File: src/rtl/write_rw.sv
// write_rw: applies the min-update rule to one RW object at a time, writes the changed
// word into its lane of a 64B L2 line, then hands a finish record downstream.
module write_rw #(
    parameter int TILE_ID      = 0,
    parameter int LOG_RW_WIDTH = 2,
    localparam int OW          = 8 << LOG_RW_WIDTH,
    localparam int TASK_W      = 68,
    localparam int IN_W        = TASK_W + 8 + 4 + OW + 14
) (
    input  logic              clk,
    input  logic              rstn,
    input  logic              task_in_valid,
    output logic              task_in_ready,
    input  logic [IN_W-1:0]   task_in,
    output logic              wvalid,
    input  logic              wready,
    output logic [31:0]       waddr,
    output logic [511:0]      wdata,
    output logic [63:0]       wstrb,
    output logic [3:0]        wid,
    output logic              finish_valid,
    input  logic              finish_ready,
    output logic [3:0]        finish_thread,
    output logic [7:0]        finish_slot,
    output logic [TASK_W-1:0] finish_task,
    output logic              finish_wrote,
    input  logic              reg_bus_wen,
    input  logic              reg_bus_ren,
    input  logic [15:0]       reg_bus_addr,
    input  logic [31:0]       reg_bus_wdata,
    output logic              reg_bus_rvalid,
    output logic [31:0]       reg_bus_rdata
);

    localparam logic [1:0] IDLE   = 2'd0;
    localparam logic [1:0] DECIDE = 2'd1;
    localparam logic [1:0] WRITE  = 2'd2;
    localparam logic [1:0] FINISH = 2'd3;

    localparam logic [3:0] TASK_TYPE_UNDO_LOG_RESTORE = 4'hF;

    localparam logic [7:0] RW_BASE_ADDR  = 8'h10;
    localparam logic [7:0] CORE_N_WRITES = 8'h20;
    localparam logic [7:0] CORE_N_SKIPS  = 8'h24;

    localparam int OB       = OW / 8;
    localparam int OBJ_LSB  = 14;
    localparam int THR_LSB  = OBJ_LSB + OW;
    localparam int SLOT_LSB = THR_LSB + 4;
    localparam int TASK_LSB = SLOT_LSB + 8;

    localparam logic [63:0] STRB_ONES = 64'((65'd1 << OB) - 65'd1);
    localparam logic [5:0]  LANE_MASK = ~6'(OB - 1);

    logic [1:0]        state;
    logic [TASK_W-1:0] hold_task;
    logic [7:0]        hold_slot;
    logic [3:0]        hold_thread;
    logic [OW-1:0]     hold_obj;
    logic              upd;

    logic [31:0] base_rw_addr;
    logic [31:0] n_writes;
    logic [31:0] n_skips;

    logic [3:0]    hold_ttype;
    logic [31:0]   hold_ts;
    logic [31:0]   hold_locale;
    logic          upd_next;
    logic [OW-1:0] new_obj;
    logic [31:0]   rw_addr;
    logic [5:0]    byte_off;
    logic [511:0]  line_data;
    logic [63:0]   line_strb;

    logic       tile_hit;
    logic [7:0] reg_index;
    logic       unused_bits;

    // Task descriptor layout: {ttype[3:0], ts[31:0], locale[31:0]}
    assign hold_ttype  = hold_task[TASK_W-1 -: 4];
    assign hold_ts     = hold_task[63:32];
    assign hold_locale = hold_task[31:0];

    assign tile_hit    = (reg_bus_addr[15:8] == 8'(TILE_ID));
    assign reg_index   = reg_bus_addr[7:0];
    assign unused_bits = ^{reg_bus_wdata[31:30], task_in[OBJ_LSB-1:0]};

    always_comb begin
        upd_next = 1'b0;
        new_obj  = hold_obj;
        if (hold_ttype == TASK_TYPE_UNDO_LOG_RESTORE) begin
            upd_next = 1'b1;
        end else if (hold_ts < hold_obj[31:0]) begin
            upd_next     = 1'b1;
            new_obj[31:0] = hold_ts;
        end
    end

    // Sub-object address bits are masked so a misaligned base still selects one lane
    always_comb begin
        rw_addr   = base_rw_addr + (hold_locale << LOG_RW_WIDTH);
        byte_off  = rw_addr[5:0] & LANE_MASK;
        line_data = 512'(new_obj) << {byte_off, 3'b000};
        line_strb = STRB_ONES << byte_off;
    end

    always_ff @(posedge clk) begin
        if (!rstn) begin
            state       <= IDLE;
            upd         <= 1'b0;
            hold_task   <= '0;
            hold_slot   <= '0;
            hold_thread <= '0;
            hold_obj    <= '0;
        end else begin
            case (state)
                IDLE: begin
                    if (task_in_valid) begin
                        hold_task   <= task_in[TASK_LSB +: TASK_W];
                        hold_slot   <= task_in[SLOT_LSB +: 8];
                        hold_thread <= task_in[THR_LSB +: 4];
                        hold_obj    <= task_in[OBJ_LSB +: OW];
                        state       <= DECIDE;
                    end
                end
                DECIDE: begin
                    upd   <= upd_next;
                    state <= upd_next ? WRITE : FINISH;
                end
                WRITE: begin
                    if (wready) state <= FINISH;
                end
                FINISH: begin
                    if (finish_ready) state <= IDLE;
                end
                default: state <= IDLE;
            endcase
        end
    end

    // Write channel payload is registered in DECIDE so it cannot move while stalled
    always_ff @(posedge clk) begin
        if (!rstn) begin
            waddr <= '0;
            wdata <= '0;
            wstrb <= '0;
        end else if (state == DECIDE && upd_next) begin
            waddr <= {rw_addr[31:6], 6'b000000};
            wdata <= line_data;
            wstrb <= line_strb;
        end
    end

    always_ff @(posedge clk) begin
        if (!rstn) begin
            n_writes <= '0;
            n_skips  <= '0;
        end else begin
            if (state == WRITE && wready) n_writes <= n_writes + 32'd1;
            if (state == FINISH && finish_ready && !upd) n_skips <= n_skips + 32'd1;
        end
    end

    always_ff @(posedge clk) begin
        if (!rstn) begin
            base_rw_addr   <= '0;
            reg_bus_rvalid <= 1'b0;
            reg_bus_rdata  <= '0;
        end else begin
            if (reg_bus_wen && tile_hit && reg_index == RW_BASE_ADDR)
                base_rw_addr <= {reg_bus_wdata[29:0], 2'b00};
            reg_bus_rvalid <= reg_bus_ren;
            reg_bus_rdata  <= '0;
            if (reg_bus_ren && tile_hit) begin
                case (reg_index)
                    CORE_N_WRITES: reg_bus_rdata <= n_writes;
                    CORE_N_SKIPS:  reg_bus_rdata <= n_skips;
                    default:       reg_bus_rdata <= '0;
                endcase
            end
        end
    end

    assign task_in_ready = rstn && (state == IDLE);
    assign wvalid        = (state == WRITE);
    assign finish_valid  = (state == FINISH);
    assign wid           = hold_thread;
    assign finish_thread = hold_thread;
    assign finish_slot   = hold_slot;
    assign finish_task   = hold_task;
    assign finish_wrote  = upd;

endmodule
File: config.mk
export PLATFORM = sky130hd
export DESIGN_NAME = write_rw
export DESIGN_NICKNAME = d
export VERILOG_FILES = /design/src/rtl/write_rw.sv
export SDC_FILE = /design/constraint.sdc
export NUM_CORES = 1
export LEC_CHECK = 0
export ABC_AREA = 1
export CAP_MARGIN = 5
export CORE_AREA = 4 4 353 355
export CTS_CLUSTER_SIZE = 28
export DETAILED_ROUTE_END_ITERATION = 10
export DIE_AREA = 0 0 357 359
export HOLD_SLACK_MARGIN = 0.03
export PLACE_DENSITY = 0.56
export SLEW_MARGIN = 20
export SYNTH_ARGS = -nofsm -noshare
export SYNTH_HDL_FRONTEND = slang
export SYNTH_SLANG_ARGS = --single-unit
File: constraint.sdc
create_clock -name clk -period 4.3 [get_ports clk]
set_clock_uncertainty 0.1 [all_clocks]
set_input_delay 0.86 -clock clk [delete_from_list [all_inputs] [get_ports clk]]
set_output_delay 0.86 -clock clk [all_outputs]
set_load 0.005 [all_outputs]
### Yosys cells after proc, flatten, opt, wreduce, memory -nomap -nowiden

Index checks and enable logic that the tools add are counted.
W data, S select, Z words.

* bits in registers: 844
* input bits: 181
* output and inout port bits: 729
* logic and storage cells: 54

* add/sub/neg operators: 3
* magnitude comparators: 1
* equal/unequal tests: 10
* shifts and indexed selects: 2
* muxes and demuxes: 10
* reductions and logical operators: 14

Operators with widths (number)
* $shl A32 B9 Y512: 1
* $add A32 B1 Y32 const B: 2
* $mux W32: 2
* $pmux W32 S2: 1
* $shl A4 B6 Y64 const A: 1
* $add A32 B32 Y32: 1
* $lt A32 B32 Y1: 1
* $eq A8 B6 Y1 const B: 2
* $eq A8 B5 Y1 const B: 1
* $logic_and A1 B1 Y1: 8
* $logic_not A8 Y1: 1
* $pmux W2 S4: 1
* $mux W2: 3
* $eq A2 B2 Y1 const B: 2
* $eq A4 B4 Y1 const B: 1
* $ne A2 B1 Y1 const B: 2
* $reduce_and A2 Y1: 2
* $mux W1: 3
* $reduce_and A3 Y1: 1
* $eq A2 B1 Y1 const B: 1
* $logic_not A2 Y1: 1
* $ne A2 B2 Y1 const B: 1
* $logic_not A1 Y1: 1

### Longest topological paths before layout

* depth in word-level cells: 5
* mapped depth: 20
* depth with buffers taken out: 18

### Worst setup path before layout

No wires, ideal clock.

* path type: input -> register
* start point: input port wready
* end point: register n_writes[29]
* library setup time: 0.115 ns
* arrival time: 2.286 ns
* required time: 4.085 ns
* slack: 1.800 ns
* cell stages on the path: 14
* path buffers: 0
* cells stage by stage: nand2_1 inv_1 nand2_1 nor2_1 inv_1 nor2_1 nand3_1 nor2_1 nand2_1 nor2_1 nand2_1 nor2_1 a21oi_1 o21a_1

* word-level cells in the longest chain between the ends: 1

RTL lines
* start, declared: RTL line 16 `input logic wready,`
* $logic_and A1 B1 Y1: RTL line 160 `if (state == WRITE && wready) n_writes <= n_writes + 32'd1;`
* end signal, assigned: RTL line 160
* end, declared: RTL line 63 `logic [31:0] n_writes;`

No other way between the ends.
A chain may end at the register's enable or synchronous reset.

### Worst setup path in the final report

* start point: register hold_obj[27]
* end point: register wdata[287]

* word-level cells in the longest chain between the ends: 4
* elaborated cells on any way between the ends: 7
* those cells by class: 1 x order compare; 1 x shift; 4 x mux; 1 x reduce/logical

RTL lines
* start, declared: RTL line 59 `logic [OW-1:0] hold_obj;`
* start signal, assigned: RTL line 123 `hold_obj <= task_in[OBJ_LSB +: OW];`
* $lt A32 B32 Y1 *: RTL line 94 `end else if (hold_ts < hold_obj[31:0]) begin`
* $mux W32 or $mux W1 (tied branches): RTL line 94
* $mux W32 or $mux W1 (tied branches): RTL line 92 `if (hold_ttype == TASK_TYPE_UNDO_LOG_RESTORE) begin`
* $shl A32 B9 Y512 or $logic_and A1 B1 Y1 (tied branches): RTL line 104, 148
* end signal, assigned: RTL line 150 `wdata <= line_data;`
* end, declared: RTL line 18 `output logic [511:0] wdata,`

Mark *: on every way between the ends. The rest lies on a longest branch, timed or not.

==> flow_summary.yaml <==
status:
  status: "finished clean"
setup_path:
  reg2reg_slack_ps: 770
  cp-startpoint: "hold_obj[27]"
  critical-path-slowest-cell: "inv_8"
  cp.required_ps: 4730
  cp_num_buf_inv: 3
  path_max_fanout: 97
  worstPathArrival_ps: 3960
  path_depth: 15
  cp-endpoint: "wdata[287]"
  path_cells: "inv_1, ha_1, a21oi_1, o21ai_1, nand2_1, nand3_1, nor2_2, nand2_1, nand2_4, nand2_4, inv_8, buf_12, nor2_1, nor2_1, nor2_1"
  critical_path_class: "flop to flop"
  r2r-start: "hold_obj[27]"
  reg2reg_to: "wdata[287]"
  cp_common_cell: "nor2_1"
  critPathTopFamily: "simple AND/OR/NAND/NOR gates"
  worstRegToRegCells: 15
  critPathLaunchType: "flop"
  critPathCaptureType: "flop"
  crit_path_max_incr_delay_ps: 500
die:
  die_h_um: 359
  dieArea_sq_um: 128000
  num_rows: 128
  ios: 910
  die_w_um: 357
  core_area_sq_um: 121000
  start_util: 0.296
yosys:
  synth_area_per_cell_sq_um: 6.81
  yosysWarningCount: 0
  synth_flop_cell: "dfxtp_1"
  synthArstFlopShare: 0
  synth_edf_count: 0
  ys_ff_latch: 796
  yosys.cell_types.count: 49
  syn-cell-area_sq_um: 35900
  synthCells: 5277
  synth_seq_area_share: 0.444
sta:
  fin_tns_setup_ps: 0
  finalCriticalPeriod_ps: 3530
  finalCritPeriodShare: 0.820
  rsz0062_at_grt: "no"
  relSlewSlack: 0.266
  setup-violations-final: 0
  whs_ps: 364
  slew_viol_final: 0
  hold_viol: 0
  tightest_slew_ps: 1100
  fmax_ghz: 0.284
cts:
  post_cts_buffers: 0
  hold_buffers: 0
  cts.clk_slew.worst_paths_ps: 60
  clock_latency_ps: 670
  htreeDepth: 3
  clockBufferDepth: 3
  clkSinkCount: 796
  cts_resized: 0
  cts_inserted_buffers: 95
  cts_tree: "built"
  root_buffer: "clkbuf_16"
global_routing:
  antenna_found_initial: 10
  grt_pass1_vias: 31200
  overflow: 0
  track_usage: 0.215
  grt_max_degree: 116
  grt_pass1_wl_mm: 207
detailed_routing:
  drtIter0Drc: 2763
  dr.pass1.iters: 7
  wl_per_cell_um: 18.7
  drc: 0
  drtAntennaViolNets: 0
  vias_per_cell: 4.40
  vias: 33800
  routed_wirelength_mm: 144
place:
  dp_hpwl_mm: 102
  placed_cells: 7529
  io_buffer_count: 887
  gp_congestion: 0.862
  placedInstanceArea_sq_um: 45700
layout:
  final_cell_mix: "2186 x nor2_1, 886 x clkdlybuf4s50_1, 796 x dfxtp_1"
  syn_to_final_growth_pct: 36.0
  layout_commonest_cell: "nor2_1"
  layout.cells.non_filler: 7689
  drive_gt1_frac: 0.0670
  final_cell_area_sq_um: 48800
  nets: 6250
power:
  p_clk_frac: 0.287
  powerDensity_nw_per_um2: 577
  seq_power_share: 0.297
  power_frac_comb: 0.416
  p_int_mw: 15.5
  p_switching_mw: 12.6
  ir_worst_vdd_mv: 0.619
  leakagePower_nw: 18.3
  switching_share: 0.448
  power_mw: 28.2
run:
  max_cap_viol_count: 0
worst_hold_path:
  hold_path_class: "flop to flop"
-- worst reg2reg max path, stage by stage (launching register included) --
cell,delay [ps]
dfxtp_1,300
inv_1,60
ha_1,290
a21oi_1,170
o21ai_1,110
nand2_1,80
nand3_1,100
nor2_2,220
nand2_1,160
nand2_4,360
nand2_4,140
inv_8,500
buf_12,480
nor2_1,140
nor2_1,120
nor2_1,50
-- power groups by stage --
stage	Sequential [mW]	Clock, mW	Combinational (mW)
2_1_floorplan	8.45	0	5.57
3_3_place_gp	8.51	0	11.9
3_5_place_dp	8.53	0	11.9
4_1_cts	8.38	8.30	12.0
5_1_grt	8.44	8.60	12.5
6_report	8.37	8.09	11.7
-- cell usage after synthesis (3+ instances only) --
library cell / count / area, sq um
a21o_1: 4 / 30.0
a21oi_1: 213 / 1070
a31oi_1: 5 / 31.3
buf_1: 9 / 33.8
buf_2: 87 / 435
buf_4: 81 / 608
buf_6: 32 / 360
clkbuf_1: 132 / 495
dfxtp_1: 796 / 15900
ha_1: 67 / 838
inv_1: 764 / 2870
nand2_1: 239 / 897
nand2_2: 9 / 56.3
nand3_1: 55 / 275
nand3_4: 11 / 193
nand4_1: 65 / 407
nor2_1: 2186 / 8210
nor2_2: 143 / 895
nor3_1: 28 / 140
nor3b_1: 7 / 52.6
nor4_1: 21 / 131
o21a_1: 9 / 67.6
o21ai_0: 213 / 1070
o21ai_1: 3 / 15.0
o21bai_1: 4 / 30.0
o22ai_1: 23 / 144
or2_2: 3 / 18.8
xnor2_1: 10 / 87.6
xor2_1: 35 / 307
-- final cells by class --
class	instances	area (sq um)
antenna	4	10.0
clock buffer	138	2750
clock inverter	18	357
fill	12600	72500
inverter	767	2900
multi-input combinational	3376	15200
sequential	796	15900
tap	1625	2030
timing repair buffer	965	9650
-- logic make-up after synthesis --
family / share of synthesized area
buf+inv: 0.135
compound gates: 0.0697
simple gates: 0.316
other cells: 0.000104
xor+xnor: 0.0117
fa+ha+maj: 0.0239
flops: 0.444
-- layer usage --
layer	up-vias	wire (um)	GRT usage
li1	17200	-	-
met1	15400	60300	0.268
met2	1035	67000	0.360
met3	230	10500	0.0463
met4	0	6160	0.0905
met5	-	0	0
-- state kept, by name, summed over array words and instances (netlist names) --
name and count:
hold_obj 32, reg_bus_rvalid 1, finish_slot 8, wdata 512, wstrb 16, waddr 26
finish_task 68, n_writes 32, base_rw_addr 30, state 2, n_skips 32, finish_wrote 1
reg_bus_rdata 32, finish_thread 4
-- worst min-delay path by stage --
stage | start | end | slack [ps] | depth (start not counted)
after CTS | waddr[22] | waddr[22] | 370 | 2
after detailed placement | waddr[22] | waddr[22] | 360 | 2
after global routing | waddr[22] | waddr[22] | 380 | 2
after floorplan | hold_obj[0] | hold_obj[0] | 340 | 2
final | waddr[17] | waddr[17] | 360 | 2
after global placement | waddr[22] | waddr[22] | 360 | 2
-- metrics by stage --
step | util | setup slack [ps]
after floorplan | - | 1800
after global placement | 0.377 | 641
after detailed placement | 0.377 | 632
after CTS | 0.402 | 715
after global routing | 0.402 | 427
final | 0.402 | 774
No activity file was read; power rests on OpenSTA's default activity.
